File: src/rtl/adsr_env.sv
// ADSR envelope controller for the synth voice amplifier.
// Steps a 16-bit amplitude through attack / decay / sustain / release,
// driven by the voice gate. The amplitude updates once per envelope tick,
// which comes from a prescaler dividing the system clock.
//
// Ports:
//   clk          system clock, rising edge
//   rst_n        synchronous active-low reset
//   gate         note gate, high while the key is held
//   attack_step  amplitude increment per tick in ATTACK (0 = instant)
//   decay_step   amplitude decrement per tick in DECAY (0 = instant)
//   sustain_lvl  sustain amplitude
//   release_step amplitude decrement per tick in RELEASE (0 = instant)
//   amp_out      envelope amplitude
//   state_out    IDLE=0 ATTACK=1 DECAY=2 SUSTAIN=3 RELEASE=4
//   active       high whenever the envelope is not IDLE
module adsr_env #(
    parameter int unsigned CLKSPEED = 50_000_000,
    parameter int unsigned TICK_HZ  = 10_000
) (
    input  logic        clk,
    input  logic        rst_n,
    input  logic        gate,
    input  logic [15:0] attack_step,
    input  logic [15:0] decay_step,
    input  logic [15:0] sustain_lvl,
    input  logic [15:0] release_step,
    output logic [15:0] amp_out,
    output logic [2:0]  state_out,
    output logic        active
);

    localparam int unsigned DIV     = CLKSPEED / TICK_HZ;
    localparam int unsigned CNT_W   = (DIV > 1) ? $clog2(DIV) : 1;
    localparam int unsigned AMP_W   = 16;
    localparam int unsigned EXT_W   = AMP_W + 1;
    localparam logic [CNT_W-1:0] CNT_MAX = CNT_W'(DIV - 1);
    localparam logic [AMP_W-1:0] AMP_MAX = '1;

    typedef enum logic [2:0] {
        IDLE    = 3'd0,
        ATTACK  = 3'd1,
        DECAY   = 3'd2,
        SUSTAIN = 3'd3,
        RELEASE = 3'd4
    } state_t;

    state_t             state;
    state_t             state_nxt;
    logic [AMP_W-1:0]   amp_nxt;
    logic [CNT_W-1:0]   cnt;
    logic               gate_q;
    logic               tick;
    logic               rise;
    logic               fall;
    logic [EXT_W-1:0]   sum_a;
    logic [EXT_W-1:0]   diff_d;
    logic [EXT_W-1:0]   diff_r;

    // Envelope tick prescaler: wraps at DIV-1, tick marks the wrap cycle.
    always_ff @(posedge clk) begin
        if (!rst_n) begin
            cnt <= '0;
        end else if (tick) begin
            cnt <= '0;
        end else begin
            cnt <= cnt + CNT_W'(1);
        end
    end

    assign tick = (cnt == CNT_MAX);

    // Gate edge detection; gate_q clears in reset so a held gate retriggers.
    always_ff @(posedge clk) begin
        if (!rst_n) begin
            gate_q <= 1'b0;
        end else begin
            gate_q <= gate;
        end
    end

    assign rise = gate & ~gate_q;
    assign fall = ~gate & gate_q;

    // 17-bit ramp arithmetic; bit 16 is carry (attack) or borrow (decay/release).
    assign sum_a  = {1'b0, amp_out} + {1'b0, attack_step};
    assign diff_d = {1'b0, amp_out} - {1'b0, decay_step};
    assign diff_r = {1'b0, amp_out} - {1'b0, release_step};

    // State and amplitude registers.
    always_ff @(posedge clk) begin
        if (!rst_n) begin
            state   <= IDLE;
            amp_out <= '0;
            active  <= 1'b0;
        end else begin
            state   <= state_nxt;
            amp_out <= amp_nxt;
            active  <= (state_nxt != IDLE);
        end
    end

    assign state_out = state;

    // Next state / amplitude. Gate edges only move the state and hold the
    // amplitude, so a tick landing on an edge cycle is consumed silently.
    always_comb begin
        state_nxt = state;
        amp_nxt   = amp_out;
        if (rise) begin
            state_nxt = ATTACK;
        end else if (fall && (state == ATTACK || state == DECAY || state == SUSTAIN)) begin
            state_nxt = RELEASE;
        end else if (tick) begin
            case (state)
                IDLE: begin
                    amp_nxt = '0;
                end
                ATTACK: begin
                    if (sum_a >= EXT_W'(AMP_MAX) || attack_step == '0) begin
                        amp_nxt   = AMP_MAX;
                        state_nxt = DECAY;
                    end else begin
                        amp_nxt = sum_a[AMP_W-1:0];
                    end
                end
                DECAY: begin
                    if (diff_d[AMP_W] || diff_d[AMP_W-1:0] <= sustain_lvl || decay_step == '0) begin
                        amp_nxt   = sustain_lvl;
                        state_nxt = SUSTAIN;
                    end else begin
                        amp_nxt = diff_d[AMP_W-1:0];
                    end
                end
                SUSTAIN: begin
                    amp_nxt = sustain_lvl;
                end
                RELEASE: begin
                    if (diff_r[AMP_W] || diff_r[AMP_W-1:0] == '0 || release_step == '0) begin
                        amp_nxt   = '0;
                        state_nxt = IDLE;
                    end else begin
                        amp_nxt = diff_r[AMP_W-1:0];
                    end
                end
                default: begin
                    amp_nxt   = '0;
                    state_nxt = IDLE;
                end
            endcase
        end
    end

endmodule

File: config.mk
export PLATFORM = sky130hd
export DESIGN_NAME = adsr_env
export DESIGN_NICKNAME = d
export VERILOG_FILES = /design/src/rtl/adsr_env.sv
export SDC_FILE = /design/constraint.sdc
export NUM_CORES = 1
export LEC_CHECK = 0
export CAP_MARGIN = 25
export CORE_MARGIN = 1.5
export CORE_UTILIZATION = 50
export CTS_CLUSTER_DIAMETER = 200
export DETAILED_ROUTE_END_ITERATION = 12
export PLACE_DENSITY_LB_ADDON = 0.05
export SLEW_MARGIN = 30
export SYNTH_ARGS = -nofsm -noshare
export SYNTH_HDL_FRONTEND = slang
export SYNTH_SLANG_ARGS = --single-unit
File: constraint.sdc
create_clock -name clk -period 6.4 [get_ports clk]
set_clock_uncertainty 0.2 [all_clocks]
set_input_delay 1.6 -clock clk [delete_from_list [all_inputs] [get_ports clk]]
set_output_delay 1.6 -clock clk [all_outputs]
set_load 0.02 [all_outputs]
=== Yosys cells after proc, flatten, opt, wreduce, memory -nomap -nowiden ===
Cells that the tools add are included.

* Flip-flop bits (word level): 34
* Input bits: 67
* Output and inout port bits: 20
* Word-level logic and storage cells: 51

* Add/subtract/negate cells: 4
* $lt $le $gt $ge: 2
* Equality and inequality tests: 5
* Mux-type cells: 11
* Bitwise logic cells: 7
* Reductions and logical operators: 17

{| class="wikitable"
|+ Operator list
! kind !! number
|-
| logical NOT 16 bit || 4
|-
| case mux 16 bit (4 select lines) || 1
|-
| two-way mux 16 bit || 3
|-
| subtractor 16 x 16 -> 17 bit || 2
|-
| two-way mux 3 bit || 6
|-
| adder 16 x 16 -> 17 bit || 1
|-
| >= comparator 17 x 16 -> 1 bit (second input constant) || 1
|-
| <= comparator 16 bit || 1
|-
| adder 13 x 1 -> 13 bit (second input constant) || 1
|-
| == test 13 bit (second input constant) || 1
|-
| case mux 3 bit (4 select lines) || 1
|-
| logical OR 1 bit || 7
|-
| == test 3 x 2 -> 1 bit (second input constant) || 2
|-
| inverter 1 bit || 5
|-
| OR reduction 2 bit || 2
|-
| == test 3 x 1 -> 1 bit (second input constant) || 1
|-
| == test 3 bit (second input constant) || 1
|-
| logical NOT 3 bit || 1
|-
| AND reduction 3 bit || 1
|-
| nonzero test 3 bit || 1
|-
| AND 1 bit || 2
|-
| logical AND 1 bit || 1
|}

=== Logic depth before layout (Yosys ltp) ===
Gate-level depths: netlist of run 1.

* Word-level depth: 10
* Mapped depth: 21
* Gate-level depth less buffers: 20

=== Least setup slack after synthesis of run 1 ===
No wires, ideal clock.

* Path type: input port to flip-flop
* Start: input decay_step[6]
* End: register active
* Setup time: 134 ps
* Arrival time: 5257 ps
* Data required time: 6066 ps
* Setup slack: 809 ps
* Stages: 19
* Buffers on the path: 1
* Cell sequence: inv_1 ha_1 or3_1 nand4b_1 a311oi_1 o21bai_1 a21oi_1 xnor2_1 ha_1 nand4_1 nor3_1 o221ai_1 a31oi_1 o31ai_1 and2_1 clkbuf_1 mux2i_1 a21oi_1 or4_1

* Longest elaborated chain between the ends: 10
* Elaborated cells between the ends (all ways): 11
* Those cells by class: 1 x add/sub; 1 x order compare; 5 x mux; 4 x reduce/logical

{| class="wikitable"
|+ RTL lines
! what !! RTL line !! source
|-
| start: declaration || 25 || <nowiki>input logic [15:0] decay_step,</nowiki>
|-
| subtractor 16 x 16 -> 17 bit || 87 || <nowiki>assign diff_d = {1'b0, amp_out} - {1'b0, decay_step};</nowiki>
|-
| <= comparator 16 bit || 128 || <nowiki>if (diff_d[AMP_W] || diff_d[AMP_W-1:0] <= sustain_lvl || decay_step == '0) begin</nowiki>
|-
| logical OR 1 bit || 128 ||
|-
| logical OR 1 bit (*) || 128 ||
|-
| two-way mux 3 bit (*) || 128 ||
|-
| case mux 3 bit (4 select lines) (*) || 115 || <nowiki>case (state)</nowiki>
|-
| two-way mux 3 bit (*) || 114 || <nowiki>end else if (tick) begin</nowiki>
|-
| two-way mux 3 bit (*) || 112 || <nowiki>end else if (fall && (state == ATTACK || state == DECAY || state == SUSTAIN)) begin</nowiki>
|-
| two-way mux 3 bit (*) || 110 || <nowiki>if (rise) begin</nowiki>
|-
| nonzero test 3 bit (*) || 99 || <nowiki>active <= (state_nxt != IDLE);</nowiki>
|-
| end signal: assignment || 99 ||
|-
| end: declaration || 30 || <nowiki>output logic active</nowiki>
|}

Mark *: on every way between the ends. The rest lies on a longest branch, timed or not.
A chain may end at the register's enable or synchronous reset.

=== Worst setup path after layout of run 1 ===
* Start: input decay_step[0]
* End: register active

The elaborated chain is that of the path after synthesis.

==> results of run 1 <==
[layer usage]
metal / routed length (um) / up-vias / global-route usage, %
met5: 0 / - / 0
met2: 6880 / 242 / 50.8
met4: 267 / 0 / 7.91
met1: 6710 / 2418 / 38.2
met3: 1170 / 30 / 3.33
li1: - / 2599 / -
[path summary, 6_finish.rpt]
kind | to | slack (ns) | depth (start not counted)
worst max-delay path | active$_SDFF_PN0_ | 0.33 | 20
worst min-delay path | cnt[0]$_SDFF_PP0_ | 0.29 | 1
worst max register to register | active$_SDFF_PN0_ | 1.49 | 19
worst min register to register | cnt[0]$_SDFF_PP0_ | 0.29 | 1
[flip-flops by register name, indices dropped and copies added, names as in the netlist]
register and flops:
amp_out 16, cnt 13, state_out 3, active 1
gate_q 1
[metrics by stage]
stage	instance area, um^2	hold slack (ns)
2_1_floorplan	4790	0.230
3_5_place_dp	5800	0.277
5_1_grt	5920	0.321
3_3_place_gp	5790	0.246
6_report	5920	0.292
4_1_cts	5910	0.297
[critical path: stages]
cell and delay, ns:
clkdlybuf4s50_1 0.44, ha_1 0.25, fa_1 0.40, nor2b_1 0.17, o31a_1 0.22, o21bai_1 0.13, a21oi_1 0.26, a21o_1 0.16
a21oi_1 0.07, xnor2_1 0.15, ha_1 0.29, nand4_1 0.13, nor3_1 0.29, o221ai_1 0.17, a31oi_1 0.24, o31ai_2 0.10
and2_1 0.21, mux2i_1 0.14, a21oi_1 0.10, or4_1 0.52
[layout make-up]
type,instances,area (um^2),area share (%)
multi-input cells,542,3830,64.6
repair buffers,92,906,15.3
inverters,62,233,3.93
flip-flops and latches,34,681,11.5
clock buffers,5,68.8,1.16
well taps,129,161,2.72
clock inverters,3,45.0,0.760
[kinds of logic (layout without fill, tap and decap cells)]
| family | count (synthesis) | in the layout | share of synthesized area, % |
|---|---|---|---|
| flops | 34 | 34 | 14.2 |
| fa+ha+maj | 68 | 68 | 18.2 |
| compound gates | 204 | 204 | 28.0 |
| buf+inv | 75 | 162 | 6.17 |
| simple gates | 220 | 220 | 24.0 |
| mux | 8 | 8 | 1.72 |
| xor+xnor | 42 | 42 | 7.68 |
[repair_timing]
action,4_1_cts,5_1_grt
buffers inserted,0,1
gates resized for setup,0,1
setup endpoints to repair,0,3
[power by group through the flow]
stage | registers, mW | logic (mW) | clock network, mW
after floorplan | 0.226 | 0.117 | 0
final | 0.221 | 0.208 | 0.198
after global routing | 0.221 | 0.229 | 0.210
after CTS | 0.221 | 0.206 | 0.200
after detailed placement | 0.226 | 0.203 | 0
after global placement | 0.226 | 0.199 | 0
[placed cells by master, fill, tap and decap left out, types with 4 or more instances in the layout]
master / n
o21ai_0: 35
o21bai_1: 5
or3_1: 9
nand2b_1: 8
xnor2_1: 25
nand4_1: 9
clkdlybuf4s50_1: 86
inv_1: 62
nand3_1: 16
nor2_1: 58
o31a_1: 4
nand2_1: 38
a211oi_1: 5
a21oi_1: 67
ha_1: 65
clkbuf_8: 5
nor4_1: 18
nor3_1: 14
buf_4: 6
or2_2: 6
xor2_1: 17
and3_1: 5
a21o_1: 4
nor2b_1: 11
o211ai_1: 4
a31oi_1: 11
o21a_1: 13
a22oi_1: 10
a221oi_1: 4
mux2i_1: 6
dfxtp_1: 34
and2_1: 8
==> qor.txt, run 1 <==
status = finished, final reports clean
DRT Pass-1 Iters = 5
Core ar. = 9280 um^2
most common cell in the netlist = a21oi_1
P_leak = 2.56 nW
vias = 5,289
GR Overflow Total = 0
endpoints failing setup = 0
Hold/Removal Path Class = flop to flop
GRT Overall Usage = 29.3%
Syn Inst Count = 651
Crit path arrival time = 6.04 ns
IO buf count = 86
Final WS setup = 0.326 ns
Top FF cell, synth = dfxtp_1
Final nets = 872
Core Rows = 35
Sw Pwr = 0.194 mW
hold_buf cts = 0
RSZ-0062 raised after global routing = false
Final GP Congestion = 0.949
Final Non-Filler Cells = 867
clock slew at reported path FFs = 0.08 ns
max_cap viols = 0
global-route wire length before repair = 23,600 um
Iteration-0 DRC Markers = 381
Final Hold Viols = 0
Seq pwr share = 35.2%
vias in the first global route = 5,023
Synth top area share = 17.0%
Max Slew Vio Count = 0
final setup TNS = 0 ns
Worst R2R Start = amp_out[1]$_SDFFE_PN0P_
Worst-Margin Slew = 0.752 ns
Die Y-Extent = 101 um
register area share after synthesis = 14.2%
EDFF count, synth = 0
post-synth top area cell = ha_1
total power = 0.627 mW
Critical Path Start Type = input port
Gate power share = 33.2%
io pins = 87
dpl ws = 0.0836 ns
Die Width = 101 um
fin util = 63.8%
critical path type = input port to flop
clk buf depth = 2
area delta synth->final = 23.7%
Antenna Nets Post-Route = 0
share of post-route cells with drive strength above 1 = 4.74%
CTS H-tree lvls = 2
most frequent cells after synthesis = 67 x a21oi_1, 65 x ha_1, 62 x inv_1
CTS tree = built
worst-path fanout max = 4
FFs w/ async S/R, synth = 0%
Period minus WS final = 6.07 ns
CTS buffer count = 5
Netlist cell types = 68
#FFs+latches synth = 34
clk sinks = 34
Worst Path Required = 6.37 ns
Worst setup EP type = flop
net count after synthesis = 786
WL final = 15,000 um
Internal = 0.433 mW
slew margin rel. = 48.6%
worst skew pair latency = 0.29 ns
initial antenna violation count = 0
DIE AREA = 10,200 um^2
largest net degree at the start of global routing = 22
CTS Root Cell = clkbuf_8
final worst-path cycle share = 94.9%
Switching Share = 31.0%
Mean Syn Cell Area = 7.36 um^2
Fmax = 165 MHz
via/cell ratio = 6.10
detailed-route DRC error count = 0
Power Dens Cells = 106 nW/um^2
Hold Path Origin = cnt[0]$_SDFF_PP0_
post-synthesis cell area = 4790 um^2
synthesis warning total = 0
placed cells = 858
crit path from = decay_step[0]
Antenna Cells = 0
Fillers = 877
HPWL Detailed = 12,500 um
worst vdd ir = 0.0904 mV
Initial Util = 51.6%
largest cells by area after synthesis = ha_1 17%, dfxtp_1 14%, a21oi_1 7.0%
Clock power frac = 31.5%
wire length per cell = 17.3 um
No activity file was read; power rests on OpenSTA's default activity.
==> run 2, diff against run 1 <==
- CORE_UTILIZATION: 50 -> 31
- GPL_TIMING_DRIVEN: not set -> 0
==> run 2 against run 1 <==
Against the previous run:
- combinational power about the same
- cell count up 8.3%
- sequential power about the same
- cell area up 3.7%
- hold slack worse by 0.026 ns
- routed wire length up 7.6%
- core utilization down 23 points
- global-route usage down 9.1 points
- critical path depth up 2
- clock power up 25%
- fmax down 1.1%
- non-clock buffer count up 13
==> qor.txt, run 2 (same netlist as run 1, synthesis figures left out) <==
placed cells = 924 (was 858)
reg2reg setup slack = 1.55 ns (was 1.49 ns)
Fmax = 163 MHz (was 165 MHz)
IO buf count = 85 (was 86)
max_cap viols = 0 (unchanged)
number of flip-flops in the largest register = 16 (unchanged)
CP max stage cell = clkdlybuf4s50_1 (was or4_1)
area delta synth->final = 28.2% (was 23.7%)
io pins = 87 (unchanged)
GRT Overall Usage = 20.1% (was 29.3%)
Internal = 0.472 mW (was 0.433 mW)
Max Slew Vio Count = 0 (unchanged)
most frequent cells in the layout = 84 x clkdlybuf4s50_1, 65 x a21oi_1, 65 x ha_1, 62 x inv_1, 58 x nor2_1 (was 86 x clkdlybuf4s50_1, 67 x a21oi_1, 65 x ha_1, 62 x inv_1, 58 x nor2_1)
CP cell instances = clkdlybuf4s50_1 > inv_1 > ha_1 > or3_4 > nand4b_1 > a311oi_2 > buf_4 > o211ai_1 > nand2_1 > xnor2_1 > ha_1 > nand4_1 > nor3_2 > o221ai_2 > a31oi_2 > o31ai_4 > buf_4 > buf_2 > nand2_1 > o21ai_0 > a221oi_1 > a21oi_1 (was clkdlybuf4s50_1 > ha_1 > fa_1 > nor2b_1 > o31a_1 > o21bai_1 > a21oi_1 > a21o_1 > a21oi_1 > xnor2_1 > ha_1 > nand4_1 > nor3_1 > o221ai_1 > a31oi_1 > o31ai_2 > and2_1 > mux2i_1 > a21oi_1 > or4_1)
Final Hold Viols = 0 (unchanged)
DRT Pass-1 Iters = 6 (was 5)
Fillers = 1,566 (was 877)
CTS H-tree lvls = 2 (unchanged)
slew margin rel. = 44.0% (was 48.6%)
fin util = 40.5% (was 63.8%)
CTS buffer count = 5 (unchanged)
FF-to-FF End = amp_out[1]$_SDFFE_PN0P_ (was active$_SDFF_PN0_)
R2R depth = 21 (was 19)
Switching Share = 30.7% (was 31.0%)
HPWL Detailed = 13,700 um (was 12,500 um)
worst-path fanout max = 10 (was 4)
DIE AREA = 16,200 um^2 (was 10,200 um^2)
Worst setup EP type = flop (unchanged)
global-route wire length before repair = 25,800 um (was 23,600 um)
via/cell ratio = 5.47 (was 6.10)
Gate power share = 31.0% (was 33.2%)
dpl ws = -0.765 ns (was 0.0836 ns)
GR Overflow Total = 0 (unchanged)
Core Rows = 45 (was 35)
Sw Pwr = 0.209 mW (was 0.194 mW)
Worst-Margin Slew = 0.818 ns (was 0.752 ns)
Final nets = 885 (was 872)
critical path type = input port to flop (unchanged)
hold_buf cts = 0 (unchanged)
Die Width = 127 um (was 101 um)
endpoints failing setup = 0 (unchanged)
initial antenna violation count = 0 (unchanged)
CTS tree = built (unchanged)
Hold/Removal Path Class = flop to flop (unchanged)
clk buf depth = 2 (unchanged)
Period minus WS final = 6.14 ns (was 6.07 ns)
final worst-path cycle share = 95.9% (was 94.9%)
Antenna Nets Post-Route = 0 (unchanged)
worst vdd ir = 0.0887 mV (was 0.0904 mV)
share of post-route cells with drive strength above 1 = 6.52% (was 4.74%)
Final GP Congestion = 0.867 (was 0.949)
Crit path arrival time = 6.11 ns (was 6.04 ns)
Clock power frac = 36.5% (was 31.5%)
crit path from = decay_step[6] (was decay_step[0])
detailed-route DRC error count = 0 (unchanged)
Initial Util = 31.6% (was 51.6%)
clock slew at reported path FFs = 0.06 ns (was 0.08 ns)
P_leak = 2.61 nW (was 2.56 nW)
Worst R2R Start = amp_out[1]$_SDFFE_PN0P_ (unchanged)
Core ar. = 15,100 um^2 (was 9280 um^2)
Antenna Cells = 0 (unchanged)
Critical Path Max Stage Delay = 0.48 ns (was 0.52 ns)
Die Y-Extent = 127 um (was 101 um)
status = finished, final reports clean (unchanged)
Final Non-Filler Cells = 939 (was 867)
register name with the most flops = amp_out (unchanged)
RSZ-0062 raised after global routing = false (unchanged)
WL final = 16,200 um (was 15,000 um)
Final WS setup = 0.260 ns (was 0.326 ns)
end of the critical path = amp_out[1]$_SDFFE_PN0P_ (was active$_SDFF_PN0_)
clk sinks = 34 (unchanged)
Seq pwr share = 32.5% (was 35.2%)
Iteration-0 DRC Markers = 326 (was 381)
Power Dens Cells = 111 nW/um^2 (was 106 nW/um^2)
CTS Root Cell = clkbuf_16 (was clkbuf_8)
Worst Path Required = 6.37 ns (about the same)
commonest non-fill, non-tap cell in the layout = clkdlybuf4s50_1 (unchanged)
Critical Path Start Type = input port (unchanged)
largest net degree at the start of global routing = 12 (was 22)
vias = 5,141 (was 5,289)
wire length per cell = 17.2 um (was 17.3 um)
worst skew pair latency = 0.28 ns (was 0.29 ns)
vias in the first global route = 5,081 (was 5,023)
==> run 2: cell types whose count changed in the layout (fill, tap and decap cells not counted), moves of 2 or more <==
cell             before  now
clkbuf_16             0    5
clkdlybuf4s50_1      86   84
a21oi_1              67   65
clkbuf_1              0    8
buf_2                 0    2
clkbuf_8              5    1
a21oi_2               0    2
buf_4                 6    9
==> run 2: how the worst min path moves through the flow <==
| stage | startpoint | to | slack [ns] | depth (start not counted) |
|---|---|---|---|---|
| floorplan | cnt[0]$_SDFF_PP0_ | cnt[0]$_SDFF_PP0_ | 0.23 | 1 |
| global placement | cnt[0]$_SDFF_PP0_ | cnt[0]$_SDFF_PP0_ | 0.25 | 1 |
| detailed placement | cnt[0]$_SDFF_PP0_ | cnt[0]$_SDFF_PP0_ | 0.26 | 1 |
| CTS | cnt[0]$_SDFF_PP0_ | cnt[0]$_SDFF_PP0_ | 0.28 | 1 |
| global route | cnt[9]$_SDFF_PP0_ | cnt[9]$_SDFF_PP0_ | 0.33 | 2 |
| finish | cnt[0]$_SDFF_PP0_ | cnt[0]$_SDFF_PP0_ | 0.27 | 1 |
==> run 2: metal layers <==
metal / global-route usage, % / wire length (um) / vias to the layer above
met5: 0 / 0 / -
met3: 2.22 / 792 / 17
met4: 5.48 / 326 / 0
met2: 33.9 / 7340 / 141
li1: - / - / 2619
met1: 27.3 / 7710 / 2364
==> run 2: power groups by stage <==
stage | logic, mW | registers [mW] | clock network (mW)
3_5_place_dp | 0.207 | 0.226 | 0
5_1_grt | 0.235 | 0.222 | 0.265
3_3_place_gp | 0.206 | 0.226 | 0
2_1_floorplan | 0.117 | 0.226 | 0
6_report | 0.211 | 0.221 | 0.248
4_1_cts | 0.209 | 0.221 | 0.255
==> run 2: repair_timing <==
item | CTS | global route
gates resized for setup | 6 | 9
pin swaps | 3 | 7
buffers inserted | 1 | 7
setup endpoints to repair | 14 | 2
==> run 2: cell type report <==
type | count | area, um^2 | share of cell area, %
repair buffers | 93 | 910 | 14.8
well taps | 188 | 235 | 3.83
clock inverters | 2 | 12.5 | 0.204
flip-flops and latches | 34 | 681 | 11.1
inverters | 62 | 233 | 3.79
plain buffers | 12 | 58.8 | 0.958
clock buffers | 6 | 139 | 2.26
multi-input cells | 542 | 3870 | 63.1
==> run 2: stage by stage <==
step | hold WS (ns) | instance area, um^2 | power (mW) | setup TNS (ns)
2_1_floorplan | 0.230 | 4790 | 0.343 | 0
3_3_place_gp | 0.254 | 5870 | 0.431 | -5.34
3_5_place_dp | 0.265 | 5870 | 0.432 | -5.86
4_1_cts | 0.276 | 6050 | 0.685 | 0
5_1_grt | 0.327 | 6140 | 0.721 | 0
6_report | 0.267 | 6140 | 0.681 | 0
==> run 2: worst max-delay path: cells and delay by family <==
kind                     cells  cell delay (ns)
buffers and inverters        5             1.06
XOR/XNOR                     1             0.09
AO/OA/AOI/OAI                8             1.48
adder cells (fa/ha/maj)      2             0.53
AND/OR/NAND/NOR              6             1.30
==> run 3, diff against run 2 <==
- CAP_MARGIN: 25 -> not set
- CORE_MARGIN: 1.5 -> not set
==> run 3 against run 2 <==
Against the previous run:
- clock power barely moved
- die area shrank 1.6%
- combinational power hardly changed
- clock-buffer cell count unchanged
==> qor.txt, run 3 (same netlist as run 1, synthesis figures left out) <==
status = finished, final reports clean (unchanged)
wire length per cell = 17.5 um (was 17.2 um)
met1 usage = 28.1% (was 27.3%)
CTS tree = built (unchanged)
crit path buf inv count = 2 (was 5)
worst-path fanout max = 8 (was 10)
Die Y-Extent = 126 um (was 127 um)
CTS Root Cell = clkbuf_16 (unchanged)
Antenna Cells = 0 (unchanged)
via/cell ratio = 5.53 (was 5.47)
Critical Path Max Stage Delay = 0.55 ns (was 0.48 ns)
WL final = 16,400 um (was 16,200 um)
Iteration-0 DRC Markers = 338 (was 326)
Internal = 0.472 mW (about the same)
Fmax = 162 MHz (was 163 MHz)
worst vdd ir = 0.0796 mV (was 0.0887 mV)
placed inst area = 5870 um^2 (unchanged)
Die Width = 126 um (was 127 um)
Critical Path Start Type = input port (unchanged)
R2R depth = 19 (was 21)
clock slew at reported path FFs = 0.06 ns (about the same)
Power Dens Cells = 112 nW/um^2 (was 111 nW/um^2)
Fillers = 1,582 (was 1,566)
Hold/Removal Path Class = flop to flop (unchanged)
CP max stage cell = or4_1 (was clkdlybuf4s50_1)
Final Hold Viols = 0 (unchanged)
worst hold slack = 0.283 ns (was 0.267 ns)
IO buf count = 85 (unchanged)
Worst setup EP type = flop (unchanged)
CP cell instances = clkdlybuf4s50_1 > inv_1 > ha_1 > nor2b_2 > o31a_1 > o21bai_2 > a21oi_2 > a21o_1 > a21oi_1 > xnor2_2 > ha_1 > nand4_1 > nor3_2 > o221ai_2 > a31oi_2 > o31ai_4 > and2_4 > mux2i_1 > a21oi_1 > or4_1 (was clkdlybuf4s50_1 > inv_1 > ha_1 > or3_4 > nand4b_1 > a311oi_2 > buf_4 > o211ai_1 > nand2_1 > xnor2_1 > ha_1 > nand4_1 > nor3_2 > o221ai_2 > a31oi_2 > o31ai_4 > buf_4 > buf_2 > nand2_1 > o21ai_0 > a221oi_1 > a21oi_1)
Hold Path Origin = cnt[9]$_SDFF_PP0_ (was cnt[0]$_SDFF_PP0_)
CTS H-tree lvls = 2 (unchanged)
final setup TNS = 0 ns (unchanged)
worst skew pair latency = 0.29 ns (was 0.28 ns)
Hold Path Depth = 2 (was 1)
final worst-path cycle share = 96.3% (was 95.9%)
Gate power share = 31.0% (about the same)
fin util = 40.4% (was 40.5%)
FF-to-FF End = active$_SDFF_PN0_ (was amp_out[1]$_SDFFE_PN0P_)
vias = 5,166 (was 5,141)
register name with the most flops = amp_out (unchanged)
global-route wire length before repair = 25,800 um (about the same)
DRT Pass-1 Iters = 5 (was 6)
reg2reg setup slack = 1.46 ns (was 1.55 ns)
Crit path arrival time = 6.11 ns (about the same)
number of flip-flops in the largest register = 16 (unchanged)
Seq pwr share = 32.4% (was 32.5%)
Worst-Margin Slew = 0.832 ns (was 0.818 ns)
share of post-route cells with drive strength above 1 = 6.43% (was 6.52%)
P_leak = 2.59 nW (was 2.61 nW)
Post-Layout Inst Area = 6120 um^2 (was 6140 um^2)
Final WS setup = 0.236 ns (was 0.260 ns)
endpoints failing setup = 0 (unchanged)
critical path's top delay family = compound AO/OA/AOI/OAI gates (unchanged)
vias in the first global route = 5,030 (was 5,081)
io pins = 87 (unchanged)
dpl ws = -0.741 ns (was -0.765 ns)
Switching Share = 31.0% (was 30.7%)
met3 Track Usage GR = 1.83% (was 2.22%)
clk sinks = 34 (unchanged)
grt peak-use layer = met2 (unchanged)
met2 Use GR = 35.3% (was 33.9%)
max_cap viols = 0 (unchanged)
detailed-route DRC error count = 0 (unchanged)
Final GP Congestion = 0.872 (was 0.867)
Initial Util = 31.6% (unchanged)
slew margin rel. = 43.1% (was 44.0%)
GR Overflow Total = 0 (unchanged)
CTS buffer count = 5 (unchanged)
Worst Path Required = 6.35 ns (was 6.37 ns)
clk buf depth = 2 (unchanged)
initial antenna violation count = 0 (unchanged)
Antenna Nets Post-Route = 0 (unchanged)
worst hold path endpoint = cnt[9]$_SDFF_PP0_ (was cnt[0]$_SDFF_PP0_)
Final nets = 881 (was 885)
Clock power frac = 36.6% (was 36.5%)
Sw Pwr = 0.212 mW (was 0.209 mW)
Period minus WS final = 6.16 ns (was 6.14 ns)
GRT Overall Usage = 20.7% (was 20.1%)
commonest non-fill, non-tap cell in the layout = clkdlybuf4s50_1 (unchanged)
Core ar. = 15,100 um^2 (unchanged)
critical path type = input port to flop (unchanged)
HPWL Detailed = 13,700 um (about the same)
Worst R2R Start = amp_out[1]$_SDFFE_PN0P_ (unchanged)
Max Slew Vio Count = 0 (unchanged)
Core Rows = 45 (unchanged)
area delta synth->final = 27.9% (was 28.2%)
DIE AREA = 15,900 um^2 (was 16,200 um^2)
most frequent cells in the layout = 84 x clkdlybuf4s50_1, 65 x a21oi_1, 64 x ha_1, 62 x inv_1, 58 x nor2_1 (was 84 x clkdlybuf4s50_1, 65 x a21oi_1, 65 x ha_1, 62 x inv_1, 58 x nor2_1)
largest net degree at the start of global routing = 12 (unchanged)
-- run 3: changes by cell type in the layout (fill, tap and decap cells not counted), sizes merged --
| cell | delta |
|---|---|
| buf | -4 |
-- run 3: routing by layer --
layer | share of wire [%] | wire [um]
met3 | 4.3 | 700
met4 | 1.2 | 204
met1 | 49 | 7950
met5 | 0 | 0
met2 | 46 | 7520
-- run 3: through the flow --
stage               power, mW  instances
CTS                     0.685        933
finish                  0.684        935
global placement        0.431        924
floorplan               0.343        651
detailed placement      0.433        924
global route            0.721        935
-- run 3: power by group through the flow --
| stage | Clock [mW] | Combinational, mW | Sequential [mW] |
|---|---|---|---|
| global placement | 0 | 0.206 | 0.225 |
| detailed placement | 0 | 0.207 | 0.226 |
| floorplan | 0 | 0.117 | 0.226 |
| finish | 0.250 | 0.212 | 0.221 |
| CTS | 0.253 | 0.210 | 0.221 |
| global route | 0.264 | 0.235 | 0.222 |
-- run 3: worst max-delay path by stage --
stage	slack (ns)	cells past startpoint	end	start
3_3_place_gp	-0.76	21	active$_SDFF_PN0_	decay_step[1]
4_1_cts	0.06	20	active$_SDFF_PN0_	decay_step[5]
2_1_floorplan	0.81	19	active$_SDFF_PN0_	decay_step[6]
5_1_grt	-0.0003	20	active$_SDFF_PN0_	decay_step[5]
6_report	0.24	20	active$_SDFF_PN0_	decay_step[2]
3_5_place_dp	-0.74	21	active$_SDFF_PN0_	decay_step[1]
-- run 3: worst reg2reg max path: stages (launching register included) --
cell and delay [ns]:
dfxtp_1 0.56, inv_1 0.19, fa_1 0.47, nor2b_2 0.15, o31a_1 0.21, o21bai_2 0.11
a21oi_2 0.20, a21o_1 0.14, a21oi_1 0.09, xnor2_2 0.17, ha_1 0.30, nand4_1 0.17
nor3_2 0.31, o221ai_2 0.17, a31oi_2 0.26, o31ai_4 0.11, and2_4 0.23, mux2i_1 0.13
a21oi_1 0.09, or4_1 0.55
-- run 3: area by class of cell --
type	instances	area (um^2)	area share, %
Clock buffer	6	139	2.27
Timing Repair Buffer	89	880	14.4
Sequential cell	34	681	11.1
Tap cell	188	235	3.84
Multi-Input combinational cell	542	3890	63.5
Clock inverter	2	12.5	0.204
Inverter	62	233	3.80
Buffer	12	58.8	0.960
-- run 3: timing repair --
item                                    CTS  global route
gates cloned                              0             0
resized for setup                         7            12
pin swaps                                 4             7
hold buffers                              0             0
endpoints found under the setup margin    8             6
buffers inserted                          2             2
